<file path="src/rtl/pkt_out_arbiter.sv">
// Round-robin, packet-atomic merge of N_CH first-word-fall-through channels onto the output_fifo port.
// Zero-latency datapath; sticky timeout/overlength errors halt forwarding until reset.
module pkt_out_arbiter #(
    parameter int N_CH          = 4,
    parameter int WIDTH         = 16,
    parameter int TIMEOUT       = 1024,
    parameter int MAX_PKT_WORDS = 4096
) (
    input  logic                  CLK,
    input  logic                  RST,
    input  logic [N_CH*WIDTH-1:0] ch_dout,
    input  logic [N_CH-1:0]       ch_last,
    input  logic [N_CH-1:0]       ch_empty,
    output logic [N_CH-1:0]       ch_rd_en,
    input  logic [N_CH-1:0]       ch_idle,
    output logic [WIDTH-1:0]      dout,
    output logic                  wr_en,
    input  logic                  full,
    output logic                  cores_idle,
    output logic [7:0]            arb_status,
    output logic [15:0]           pkt_count
);

    localparam int CW  = (N_CH > 1) ? $clog2(N_CH) : 1;
    localparam int WCW = $clog2(MAX_PKT_WORDS + 1);
    localparam int WDW = (TIMEOUT > 1) ? $clog2(TIMEOUT) : 1;

    localparam logic [WCW-1:0] WC_MAX  = WCW'(MAX_PKT_WORDS);
    localparam logic [WCW-1:0] WC_LAST = WCW'(MAX_PKT_WORDS - 1);
    localparam logic [WDW-1:0] WD_LAST = WDW'(TIMEOUT - 1);

    typedef enum logic {ARB, XFER} state_t;

    state_t           state, state_nx;
    logic [CW-1:0]    ptr, grant, pick, cand;
    logic             found;
    logic [WCW-1:0]   word_cnt;
    logic [WDW-1:0]   wd_cnt;
    logic             to_err, ol_err, err, xfer;
    logic [WIDTH-1:0] ch_word [N_CH];

    for (genvar k = 0; k < N_CH; k++) begin : g_word
        assign ch_word[k] = ch_dout[k*WIDTH +: WIDTH];
    end

    assign err        = to_err | ol_err;
    assign arb_status = {4'(grant), 2'b00, ol_err, to_err};
    assign xfer       = (state == XFER) & ~ch_empty[grant] & ~full & ~err & ~RST;

    // Search starts just after the last completed channel, so it gets lowest priority.
    always_comb begin
        // NOTE: every variable gets a default first so no path leaves it unassigned (no latch).
        found = 1'b0;
        pick  = '0;
        cand  = '0;
        for (int i = 1; i <= N_CH; i++) begin
            cand = CW'((int'(ptr) + i) % N_CH);
            if (!found && !ch_empty[cand]) begin
                found = 1'b1;
                pick  = cand;
            end
        end
    end

    always_ff @(posedge CLK) begin
        // NOTE: sequential state uses non-blocking assignments so all registers update together.
        if (RST) state <= ARB;
        else     state <= state_nx;
    end

    always_comb begin
        state_nx = state;
        case (state)
            ARB:  if (found && !err)         state_nx = XFER;
            XFER: if (xfer && ch_last[grant]) state_nx = ARB;
            default:                          state_nx = ARB;
        endcase
    end

    always_comb begin
        ch_rd_en        = '0;
        ch_rd_en[grant] = xfer;
        wr_en           = xfer;
        dout            = (state == XFER && !RST) ? ch_word[grant] : '0;
    end

    always_ff @(posedge CLK) begin
        if (RST) begin
            ptr        <= CW'(N_CH - 1);
            grant      <= '0;
            word_cnt   <= '0;
            wd_cnt     <= '0;
            to_err     <= 1'b0;
            ol_err     <= 1'b0;
            pkt_count  <= '0;
            cores_idle <= 1'b0;
        end else begin
            cores_idle <= (&ch_idle) & (&ch_empty) & (state == ARB);
            if (state == ARB) begin
                if (found && !err) begin
                    grant    <= pick;
                    word_cnt <= '0;
                    wd_cnt   <= '0;
                end
            end else if (xfer) begin
                if (word_cnt != WC_MAX) word_cnt <= word_cnt + 1'b1;
                wd_cnt <= '0;
                if (ch_last[grant]) begin
                    ptr       <= grant;
                    pkt_count <= pkt_count + 16'd1;
                end else if (word_cnt == WC_LAST) begin
                    ol_err <= 1'b1;
                end
            end else if (ch_empty[grant] && !full && !err) begin
                // Only starvation by the granted channel counts; backpressure never does.
                if (wd_cnt == WD_LAST) to_err <= 1'b1;
                else                   wd_cnt <= wd_cnt + 1'b1;
            end
        end
    end

endmodule

</file>
<file path="config.mk">
export PLATFORM = sky130hd
export DESIGN_NAME = pkt_out_arbiter
export DESIGN_NICKNAME = d
export VERILOG_FILES = /design/src/rtl/pkt_out_arbiter.sv
export SDC_FILE = /design/constraint.sdc
export NUM_CORES = 1
export LEC_CHECK = 0
export ABC_AREA = 0
export BUFFER_PORTS_ARGS = -buffer_cell sky130_fd_sc_hd__buf_2
export CAP_MARGIN = 15
export CORE_MARGIN = 2
export CORE_UTILIZATION = 50
export CTS_CLUSTER_SIZE = 12
export DETAILED_ROUTE_END_ITERATION = 12
export PLACE_DENSITY = 0.83
export SYNTH_ARGS = -nofsm -noshare
export SYNTH_HDL_FRONTEND = slang
export SYNTH_SLANG_ARGS = --single-unit
</file>
<file path="constraint.sdc">
create_clock -name CLK -period 2.48 [get_ports CLK]
set_input_delay 0.124 -clock CLK [delete_from_list [all_inputs] [get_ports CLK]]
set_output_delay 0.124 -clock CLK [all_outputs]
set_load 0.01 [all_outputs]
</file>
# ---- Yosys cells after proc, flatten, opt, wreduce, memory -nomap -nowiden
# Cells that the tools add are included.
dict set report word_totals {
  register_bits 47
  out_inout_bits 46
  input_bits 79
}
dict set report op_classes {
  bitwise_logic 16
  add_sub_neg 7
  n_eq_ne 7
  n_reduce_logical 26
  n_lt_le_gt_ge 7
  muxes 38
}
# op n
set ops {}
lappend ops {{2-to-1 mux 13 bit} 4}
lappend ops {{2-to-1 mux 10 bit} 5}
lappend ops {{2-to-1 mux 16 bit} 3}
lappend ops {{binary-select mux 16 bit (select 2 bit)} 1}
lappend ops {{adder 16 x 1 -> 16 bit (second input constant)} 1}
lappend ops {{AND reduction 4 bit} 4}
lappend ops {{< comparator 2 x 3 -> 1 bit (second input constant)} 5}
lappend ops {{adder 13 x 1 -> 13 bit (second input constant)} 1}
lappend ops {{== test 13 x 12 -> 1 bit (second input constant)} 1}
lappend ops {{2-to-1 mux 1 bit} 13}
lappend ops {{inequality test 13 bit (second input constant)} 1}
lappend ops {{binary-select mux 1 bit (select 2 bit)} 6}
lappend ops {{adder 10 x 1 -> 10 bit (second input constant)} 1}
lappend ops {{== test 10 bit (second input constant)} 1}
lappend ops {{logical AND 1 bit} 9}
lappend ops {{AND reduction 3 bit} 3}
lappend ops {{logical NOT 1 bit} 8}
lappend ops {{2-to-1 mux 2 bit} 4}
lappend ops {{inverter 1 bit} 7}
lappend ops {{bitwise AND 1 bit} 6}
lappend ops {{adder 2 x 1 -> 2 bit (second input constant)} 2}
lappend ops {{adder 2 bit (second input constant)} 2}
lappend ops {{bitwise AND 4 bit} 1}
lappend ops {{inequality test 2 x 1 -> 1 bit (second input constant)} 2}
lappend ops {{other kinds (10)} 10}

# ---- Longest topological paths before layout
# Gate-level depths: netlist of run 1.
dict set report logic_depth {
  ltp_word 15
  ltp_mapped 7
}

# ---- Least setup slack after synthesis of run 1
# Ideal clock, no wire load.
dict set report synth_timing {
  path_type {reg2reg}
  start {reg grant[0]}
  end {reg pkt_count[12]}
  arrival_time_ps 2028
  path_buffers 3
  t_required_ps 2359
  stages_incl_launch_ff 8
  period_less_slack_ps 2149
  setup_slack_ps 331
  path_cell_list {dfxtp_1 -> buf_6 -> mux4_2 -> buf_6 -> nor4b_4 -> buf_6 -> nand4_2 -> mux2_4}
}
dict set report synth_between {
  elab_chain_len 8
  word_cells_on_any_way 10
  cone_classes {4 x mux; 5 x bitwise; 1 x reduce/logical}
}
# item line_no
set synth_lines {}
lappend synth_lines {{start, declared} 35} ;# logic [CW-1:0] ptr, grant, pick, cand;
lappend synth_lines {{start signal, assigned} 101} ;# grant <= pick;
lappend synth_lines {{binary-select mux 1 bit (select 2 bit)} 48} ;# assign xfer = (state == XFER) & ~ch_empty[grant] & ~full & ~err & ~RST;
lappend synth_lines {{2-to-1 mux 1 bit (implied by the code)} 48}
lappend synth_lines {{inverter 1 bit} 48}
lappend synth_lines {{bitwise AND 1 bit (4 in series)} 48}
lappend synth_lines {{AND reduction 3 bit (no source line) *} n/a}
lappend synth_lines {{end signal, assigned} 110} ;# pkt_count <= pkt_count + 16'd1;
lappend synth_lines {{end, declared} 21} ;# output logic [15:0] pkt_count
# Every way passes the cells marked *; elsewhere a longest branch is shown, timed or not. The select of a mux whose other input is x is not followed.
# A chain may end at the register's enable or synchronous reset.

# ---- Worst setup path in the final report of run 1
dict set report layout_timing {
  start {reg grant[0]}
  end {reg pkt_count[15]}
}
# Same word-level chain as after synthesis.

==> results summary, run 1 <==
The number of cells traversed by the worst register-to-register path is 4. The worst register-to-register path ends at pkt_count[15]. The standby leakage power is 1.716 nW. The category of the worst setup path capture point is a flop. The number of endpoints with negative hold slack in the final report is 0. Across every metal layer, demand over resource in global routing totals 0.2529. Setup total negative slack on the finished layout was measured at 0 ns. The detailed router placed 3344 vias in this run. Walking the worst path, the cells encountered are mux4_2 > nand4b_4 > nor4_1 > mux2_1. Summing all placed instances gives a cell area of between 3000 and 4000 sq um. The internal portion of the total power is between 1 and 1.5 mW. The clock tree root buffer cell is sky130_fd_sc_hd__clkbuf_8. The post-route total power came out at approximately 1.6 mW. TritonCTS built the clock tree.

The maximum count of clock buffers along a single path is 2. The area added between synthesis and finish came out at 21.34%. The count of buffers from port buffering came out at between 100 and 150. The run finished with clean final reports.

In this run, post-CTS repair resized a total of 0 instances. The class of the tightest hold or removal check is in -> reg. The post-route clock skew is 0.006045 ns.

After the first detailed-routing iteration, the DRC count stood at 263. Setup repair after global routing left no endpoint under its margin. The total congestion overflow came out at 0. The horizontal die dimension is 85.19 microns. The register cell area after layout is 940.9 sq um. Max-cap violations in this run came to 0. The highest-delay cell along the critical path is sky130_fd_sc_hd__mux4_2. The cell area after layout is around 4000 sq um. In this run the worst path has a maximum fanout of 18. The first detailed-routing pass took 4 iterations. The worst IR drop on VDD is roughly 250 uV. The maximum number of pins on one net before global-route repair came out at 41. The data arrival time of the critical path came out at 2.44 ns. The total count of max-transition violations in the final report is 0. The share of total power dissipated in combinational logic is 0.203. The clock network fraction of total power is 0.310. The maximum level of the CTS H-tree is 2.

In this run the vertical extent of the chip is 85.19 microns. The via count of the first global-routing pass is approximately 3100. The final period utilization came out at 0.9047. The total wirelength of the detailed-routed design came out at ~9400 microns. The average size of a mapped cell is between 8 and 9 sq um. The netlist area before placement is roughly 3300 sq um. Row generation in the floorplan step produced 29 rows. The average vias per placed instance is just over 6. STA classifies the critical path startpoint as a flop. The slack of the worst reg-to-reg path came out at ~0.24 ns.

For the pin with the worst max-slew slack, the measured transition is about 0.85 ns. Yosys mapped a number of flops with a built-in enable equal to 0. The count of warnings emitted by yosys is 0.

The number of cells after detailed placement is about 540. The hold path depth came out at 3. The post-route DRC violation count is 0.

Dividing total power by cell area gives a power density of between 300 and 400 nW/um^2. The proportion of power drawn by flip-flops and latches came out at 0.487. The initial antenna violation count came out at 0. The clock-pin slew of the registers on the worst-case setup and hold paths is around 0.090 ns. The die area is a little over 7000 sq um. The final cell count without fillers is 552.

After synthesis, the share of flip-flops with an asynchronous set or reset is 0. For the worst setup path, the data required time is ~2.7 ns. Fill cells in the final layout number ~540. The repair_antennas step left the layout with diodes totalling 0. The final critical delay including setup and external delays came out at between 2 and 2.5 ns. The weighted congestion reported at the end of routability-driven placement is roughly 0.83. Summing all multi-input logic gate instances after layout gives 2168 sq um.

The final-report setup violation count is 0. The number of nets still failing antenna checks after routing is 0. The worst register-to-register path begins at grant[0]. The count of different cell masters after synthesis came out at 62. The starting density of the core came out at 0.5190.

The clock net sink count came out at 47. The register area share after synthesis came out at 0.2855. The post-CTS setup repair buffer count is 0. The top flip-flop cell by instance count after synthesis is sky130_fd_sc_hd__dfxtp_1. At the end of the flow, the number of nets in the layout was between 500 and 600.

The later pin in the worst-skew pair is clocked with a latency of roughly 0.3 ns. In the final routed layout, each cell accounts on average for ~17 microns. The delay contributed by the slowest stage of the critical path is between 0.6 and 0.7 ns. The switching share of power is 0.2718. In the final layout, the share of cells above drive strength 1 is 0.3558.

The number of synthesized register bits came out at 47. The half-perimeter wire length of the detailed placement result is 7210 microns. The TritonCTS buffer count is 5. The critical path in this run is classified as reg -> reg.

The hold path startpoint is ch_idle[1]. The path with the worst hold slack has its endpoint at cores_idle. The number of hold buffers added after CTS was 0. The worst relative slew slack came out at 0.4281. The count of pins on the block boundary is 125.

The first-pass GRT wire length is 15060 microns. The maximum frequency from static timing analysis came out at roughly 450 MHz. The number of instances in the synthesized netlist is 367.

The core region is between 6000 and 7000 sq um. Summed over all nets, the switching power comes to between 400 and 500 uW.
## metrics by stage
step	util	setup slack, ns	hold slack [ns]
global placement	0.6148	0.3135	0.4044
finish	0.6298	0.2363	0.09483
floorplan	-	0.3307	0.2585
detailed placement	0.6148	0.2551	0.4167
global route	0.6298	0.07588	0.1005
CTS	0.6298	0.2454	0.08556
## Yosys cell counts, types with 4 or more instances
library cell / count / area [sq um]
sky130_fd_sc_hd__nor2_1: 20 / 75.07
sky130_fd_sc_hd__o41ai_1: 5 / 43.79
sky130_fd_sc_hd__nand2b_1: 4 / 25.02
sky130_fd_sc_hd__and2_1: 23 / 143.9
sky130_fd_sc_hd__nor2b_1: 16 / 100.1
sky130_fd_sc_hd__clkbuf_1: 20 / 75.07
sky130_fd_sc_hd__mux2_1: 4 / 45.04
sky130_fd_sc_hd__nand2_1: 21 / 78.83
sky130_fd_sc_hd__inv_1: 8 / 30.03
sky130_fd_sc_hd__o22a_1: 4 / 35.03
sky130_fd_sc_hd__nand4_1: 11 / 68.82
sky130_fd_sc_hd__nor4_1: 5 / 31.28
sky130_fd_sc_hd__buf_4: 6 / 45.04
sky130_fd_sc_hd__o21a_1: 4 / 30.03
sky130_fd_sc_hd__nor3_1: 11 / 55.05
sky130_fd_sc_hd__o21ai_0: 9 / 45.04
sky130_fd_sc_hd__and4_1: 6 / 52.55
sky130_fd_sc_hd__mux4_2: 18 / 405.4
sky130_fd_sc_hd__or3_1: 5 / 31.28
sky130_fd_sc_hd__a21oi_1: 18 / 90.09
sky130_fd_sc_hd__nor3b_1: 5 / 37.54
sky130_fd_sc_hd__and3_1: 10 / 62.56
sky130_fd_sc_hd__a21o_1: 4 / 30.03
sky130_fd_sc_hd__or4_1: 4 / 30.03
sky130_fd_sc_hd__nand3_1: 12 / 60.06
sky130_fd_sc_hd__o31ai_1: 8 / 60.06
sky130_fd_sc_hd__dfxtp_1: 47 / 940.9
sky130_fd_sc_hd__a41oi_1: 7 / 61.31
sky130_fd_sc_hd__ha_1: 4 / 50.05
## power by group through the flow
stage	Sequential, mW	Combinational, mW	Clock [mW]
3_3_place_gp	0.786	0.309	0
5_1_grt	0.770	0.347	0.529
3_5_place_dp	0.786	0.318	0
2_1_floorplan	0.786	0.207	0
4_1_cts	0.769	0.320	0.496
6_report	0.769	0.321	0.490
## flip-flops by register name (all words and copies together), names as in the netlist
signal / flops
word_cnt: 13
ol_err: 1
grant: 2
wd_cnt: 10
cores_idle: 1
to_err: 1
pkt_count: 16
state: 1
ptr: 2
## how the worst max path moves through the flow
stage	cells past startpoint	slack, ns	startpoint	end
after detailed placement	4	0.26	grant[0]	pkt_count[15]
after global placement	4	0.31	grant[0]	pkt_count[15]
after CTS	4	0.25	grant[0]	pkt_count[15]
after floorplan	7	0.33	grant[0]	pkt_count[12]
final	4	0.24	grant[0]	pkt_count[15]
after global routing	5	0.08	grant[0]	pkt_count[15]
## placed cells by master, fill, tap and decap left out, types with 10 or more instances in the layout
master / instances
sky130_fd_sc_hd__nand3_1: 12
sky130_fd_sc_hd__a21oi_1: 18
sky130_fd_sc_hd__mux4_2: 18
sky130_fd_sc_hd__nand4_1: 11
sky130_fd_sc_hd__nor3_1: 11
sky130_fd_sc_hd__and2_1: 23
sky130_fd_sc_hd__dfxtp_1: 47
sky130_fd_sc_hd__nor2_1: 20
sky130_fd_sc_hd__nor2b_1: 16
sky130_fd_sc_hd__nand2_1: 21
sky130_fd_sc_hd__buf_2: 120
sky130_fd_sc_hd__and3_1: 10
## worst max-delay path, delay by kind of cell, from the launching register on
kind	cells	cell delay, ns
and+or+nand+nor	2	0.74
muxes	2	1.03
DFF	1	0.36
## cells by family after synthesis
group                    share of synthesized area
multiplexers                                0.1515
buffers and inverters                      0.05998
flip-flops                                  0.2855
other                                     0.001138
adder cells (fa/ha/maj)                    0.01519
AND/OR/NAND/NOR                             0.3049
AO/OA/AOI/OAI                               0.1792
XOR/XNOR                                  0.002658
## metal layers
layer | routed length [microns] | GRT usage | up-vias
met2 | 4637 | 0.3892 | 96
met3 | 468 | 0.03988 | 13
li1 | - | - | 1609
met5 | 0 | 0 | -
met4 | 113 | 0.08369 | 0
met1 | 4132 | 0.3636 | 1626
## final cells by class
| cell class | instances | area share |
|---|---|---|
| well taps | 77 | 0.02409 |
| clock buffers | 7 | 0.02159 |
| repair buffers | 129 | 0.1671 |
| clock inverters | 1 | 0.002190 |
| multi-input cells | 283 | 0.5422 |
| flip-flops and latches | 47 | 0.2353 |
| inverters | 8 | 0.007509 |
No activity file was read; power rests on OpenSTA's default activity.
==> run 2: changes to the inputs <==
--- a/config.mk
+++ b/config.mk
@@ -14,4 +14,5 @@
 export DETAILED_ROUTE_END_ITERATION = 12
 export PLACE_DENSITY = 0.83
+export REMOVE_ABC_BUFFERS = 1
 export SYNTH_ARGS = -nofsm -noshare
 export SYNTH_HDL_FRONTEND = slang
==> constraint.sdc (replaced) <==
create_clock -name CLK -period 2.48 [get_ports CLK]
set_input_delay 0.124 -clock CLK [delete_from_list [all_inputs] [get_ports CLK]]
set_output_delay 0.124 -clock CLK [all_outputs]
set_load 0.05 [all_outputs]
==> run 2 against run 1 <==
- register-to-register slack about the same
- clock power increased by 4.9%
- clock skew increased by 0.0020 ns
- combinational power increased by 21%
- via count decreased by 1.3%
- largest cell class unchanged
- worst hold slack about the same
- critical path type unchanged
- global-route usage decreased by 0.67 points
- power increased by 5.9%
- die area unchanged
- sequential cell count unchanged
- clock-buffer cell count unchanged
- non-clock buffer count increased by 1
==> results summary, run 2 (same netlist as run 1, synthesis figures left out) <==
The clock-pin slew of the registers on the worst-case setup and hold paths came out at 0.09 ns (about the same). The core box area is 6350 sq um (unchanged). The net switching power is 496.3 uW (+16%). The placement row count came to 29 (unchanged). The maximum number of pins on one net before global-route repair came to 37 (-9.8%). Walking the worst path, the cells encountered are mux4_2 > nor4b_4 > buf_4 > a311oi_1 > a41o_1. The power density of the placed cells came out at 416.6 nW/um^2 (+5.5%). The hold path depth is 3 (unchanged). The count of pins on the block boundary came to 125 (unchanged). For hold timing, the worst endpoint is cores_idle. Leaving out fill and tap cells, the most frequent cell in the layout is sky130_fd_sc_hd__buf_2. TritonCTS built the clock tree. The number of nets still failing antenna checks after routing came out at 0 (unchanged). The library cells used most frequently in the layout, excluding fill and tap cells, are 120 x sky130_fd_sc_hd__buf_2, 47 x sky130_fd_sc_hd__dfxtp_1, 23 x sky130_fd_sc_hd__and2_1, 21 x sky130_fd_sc_hd__nand2_1, 20 x sky130_fd_sc_hd__nor2_1.

The data arrival time of the critical path came to 2.45 ns (about the same). The number of endpoints with negative hold slack in the final report came out at 0 (unchanged). The average vias per placed instance is 5.966 (-1.5%). The post-route clock skew came to 0.008039 ns (+0.001994 ns). The iteration count of the initial detailed-routing pass is 4 (unchanged).

The total count of max-transition violations in the final report is 0 (unchanged). The count of nets after finishing came to 558 (+0.18%). The maximum frequency from static timing analysis came out at 444.9 MHz (-0.18%).

The wire length per cell came out at 16.58 microns (-2.2%). The number of cells after detailed placement was 544 (unchanged). The class of the tightest hold or removal check is in -> reg.

The final period utilization is 0.9063 (+0.001585). Tracing the worst setup path back leads to its startpoint at grant[0]. The horizontal die dimension came out at 85.19 microns (unchanged).

The count of buffers from port buffering is 120 (unchanged). The flow ran to the end, and the final reports show no timing, DRC or antenna violations. The worst relative slew slack is 0.4358 (+0.007751). On the critical path, the stage with the largest delay is an instance of sky130_fd_sc_hd__mux4_2. The final cell count without fillers is 553 (+0.18%).

The clock network fraction of total power is 0.307 (-0.003). The worst IR drop on VDD came to 311.2 uV (+23%). The via count of the first global-routing pass came out at 3054 (-3.0%).

The starting density of the core is 0.5190 (unchanged). The post-route DRC violation count came out at 0 (unchanged). The pin slew with the least headroom to its limit came out at 0.8398 ns (-0.01154 ns).

The die area is 7256 sq um (unchanged). Setup repair after global routing left no endpoint under its margin. The worst setup timing slack at the placement stage is 0.2332 ns (-0.02184 ns). STA classifies the critical path endpoint as a flop.

The worst hold slack across all endpoints came out at 0.09473 ns (-0.0001024 ns). The slack of the worst reg-to-reg path is 0.23 ns (about the same). The switching share of power is 0.2967 (+0.02489). The TritonCTS buffer count is 5 (unchanged). More flip-flops sit in one register than any other, and that register is pkt_count. The final critical delay including setup and external delays came out at 2.248 ns (+0.003932 ns). The worst setup path is of the reg -> reg kind. The clock net sink count was 47 (unchanged). The total track usage came to 0.2462 (-0.006731). In this run the critical register-to-register path is launched from grant[0]. The delay contributed by the slowest stage of the critical path is 0.65 ns (about the same). STA classifies the critical path startpoint as a flop. The quantity of hold-fixing buffers added after cts was 0 (unchanged).

The hold path startpoint is ch_idle[1]. The maximum level of the CTS H-tree is 2 (unchanged). In the final layout, the registers with the most flip-flops are pkt_count (16), word_cnt (13), wd_cnt (10). The number of flip-flops in the largest register is 16 (unchanged). The total wirelength of the detailed-routed design is 9166 microns (-2.0%). The largest driver fanout on the critical path came to 11 (-7). The number of inserted diodes is 0 (unchanged).

The max-cap check violation count came out at 0 (unchanged). The number of vias in the routed layout is 3299 (-1.3%). The final worst-path setup slack is 0.2323 ns (-0.003932 ns).

The final-report setup violation count is 0 (unchanged). The first-pass GRT wire length came out at 14630 microns (-2.8%). The half-perimeter wire length of the detailed placement result came to 7146 microns (-0.89%). The clock network latency to the later pin of the worst-skew pair is 0.30 ns (about the same). The initial antenna violation count came out at 0 (unchanged).

The initial DRC count is 268 (+1.9%). The proportion of power drawn by flip-flops and latches came out at 0.460 (-0.027). The combinational share of power came out at 0.233 (+0.030). The die height is 85.19 microns (unchanged). The maximum count of clock buffers along a single path came out at 2 (unchanged). The fraction of final layout cells with drive strength greater than 1 is 0.3592 (+0.003454). The number of cells traversed by the worst register-to-register path came to 5 (+1).

The clock tree root buffer cell is sky130_fd_sc_hd__clkbuf_8. The weighted congestion reported at the end of routability-driven placement is 0.8397 (+0.61%). The end of the worst register-to-register path is pkt_count[13].

The critical path data required time is 2.68 ns (about the same). The standby leakage power came out at 1.723 nW (+0.40%). The area added between synthesis and finish is 21.83%. The total congestion overflow came out at 0 (unchanged). The internal power summed over all cells is 1.177 mW (+2.3%).
==> run 2: cell types whose count changed in the layout (fill, tap and decap cells not counted) <==
cell and delta:
sky130_fd_sc_hd__clkinvlp_4 +1, sky130_fd_sc_hd__buf_4 +1, sky130_fd_sc_hd__clkbuf_8 +1, sky130_fd_sc_hd__clkbuf_1 -1, sky130_fd_sc_hd__clkinv_4 -1
==> run 2: layout make-up <==
class,instances,area (sq um)
multi-input combinational,283,2168
fill,553,2335
inverter,8,30.03
clock buffer,7,96.34
timing repair buffer,130,675.6
tap,77,96.34
clock inverter,1,7.507
sequential,47,940.9
==> run 2: layer usage <==
layer,vias to the layer above,track usage,wire length [microns]
met1,1579,0.3532,3988
met5,-,0,0
met2,97,0.3892,4542
met4,0,0.05916,106
li1,1610,-,-
met3,13,0.04086,529
==> run 2: repair_timing <==
item / CTS / global route
resized for setup: 0 / 0
buffers inserted: 0 / 1
setup endpoints to repair: 0 / 1
==> run 2: worst max-delay path, delay by kind of cell (launching register included) <==
kind | cells | cell delay (ns)
AOI/OAI and AO/OA | 2 | 0.30
DFF | 1 | 0.38
muxes | 1 | 0.65
buffers and inverters | 1 | 0.23
and+or+nand+nor | 1 | 0.58
==> run 2: worst max path at each step <==
| stage | to | slack (ns) | depth (start not counted) |
|---|---|---|---|
| floorplan | ch_rd_en[0] | -1.65 | 3 |
| global placement | pkt_count[15] | 0.30 | 4 |
| global route | pkt_count[13] | 0.11 | 6 |
| CTS | ch_rd_en[0] | 0.05 | 4 |
| finish | pkt_count[13] | 0.23 | 5 |
| detailed placement | pkt_count[15] | 0.23 | 4 |
==> run 2: power by group through the flow <==
stage               Clock, mW  Combinational [mW]  Sequential (mW)
global route            0.563               0.417            0.771
detailed placement          0               0.386            0.787
CTS                     0.525               0.388            0.769
global placement            0               0.378            0.787
finish                  0.514               0.389            0.770
floorplan                   0               0.222            0.813
==> run 2: stage by stage <==
stage | total power, mW | util | instance area (sq um) | setup TNS, ns
detailed placement | 1.174 | 0.6148 | 3904 | 0
global placement | 1.165 | 0.6148 | 3904 | 0
CTS | 1.682 | 0.6311 | 4008 | 0
global route | 1.751 | 0.6323 | 4015 | 0
floorplan | 1.035 | - | 3139 | -29.63
finish | 1.673 | 0.6323 | 4015 | 0
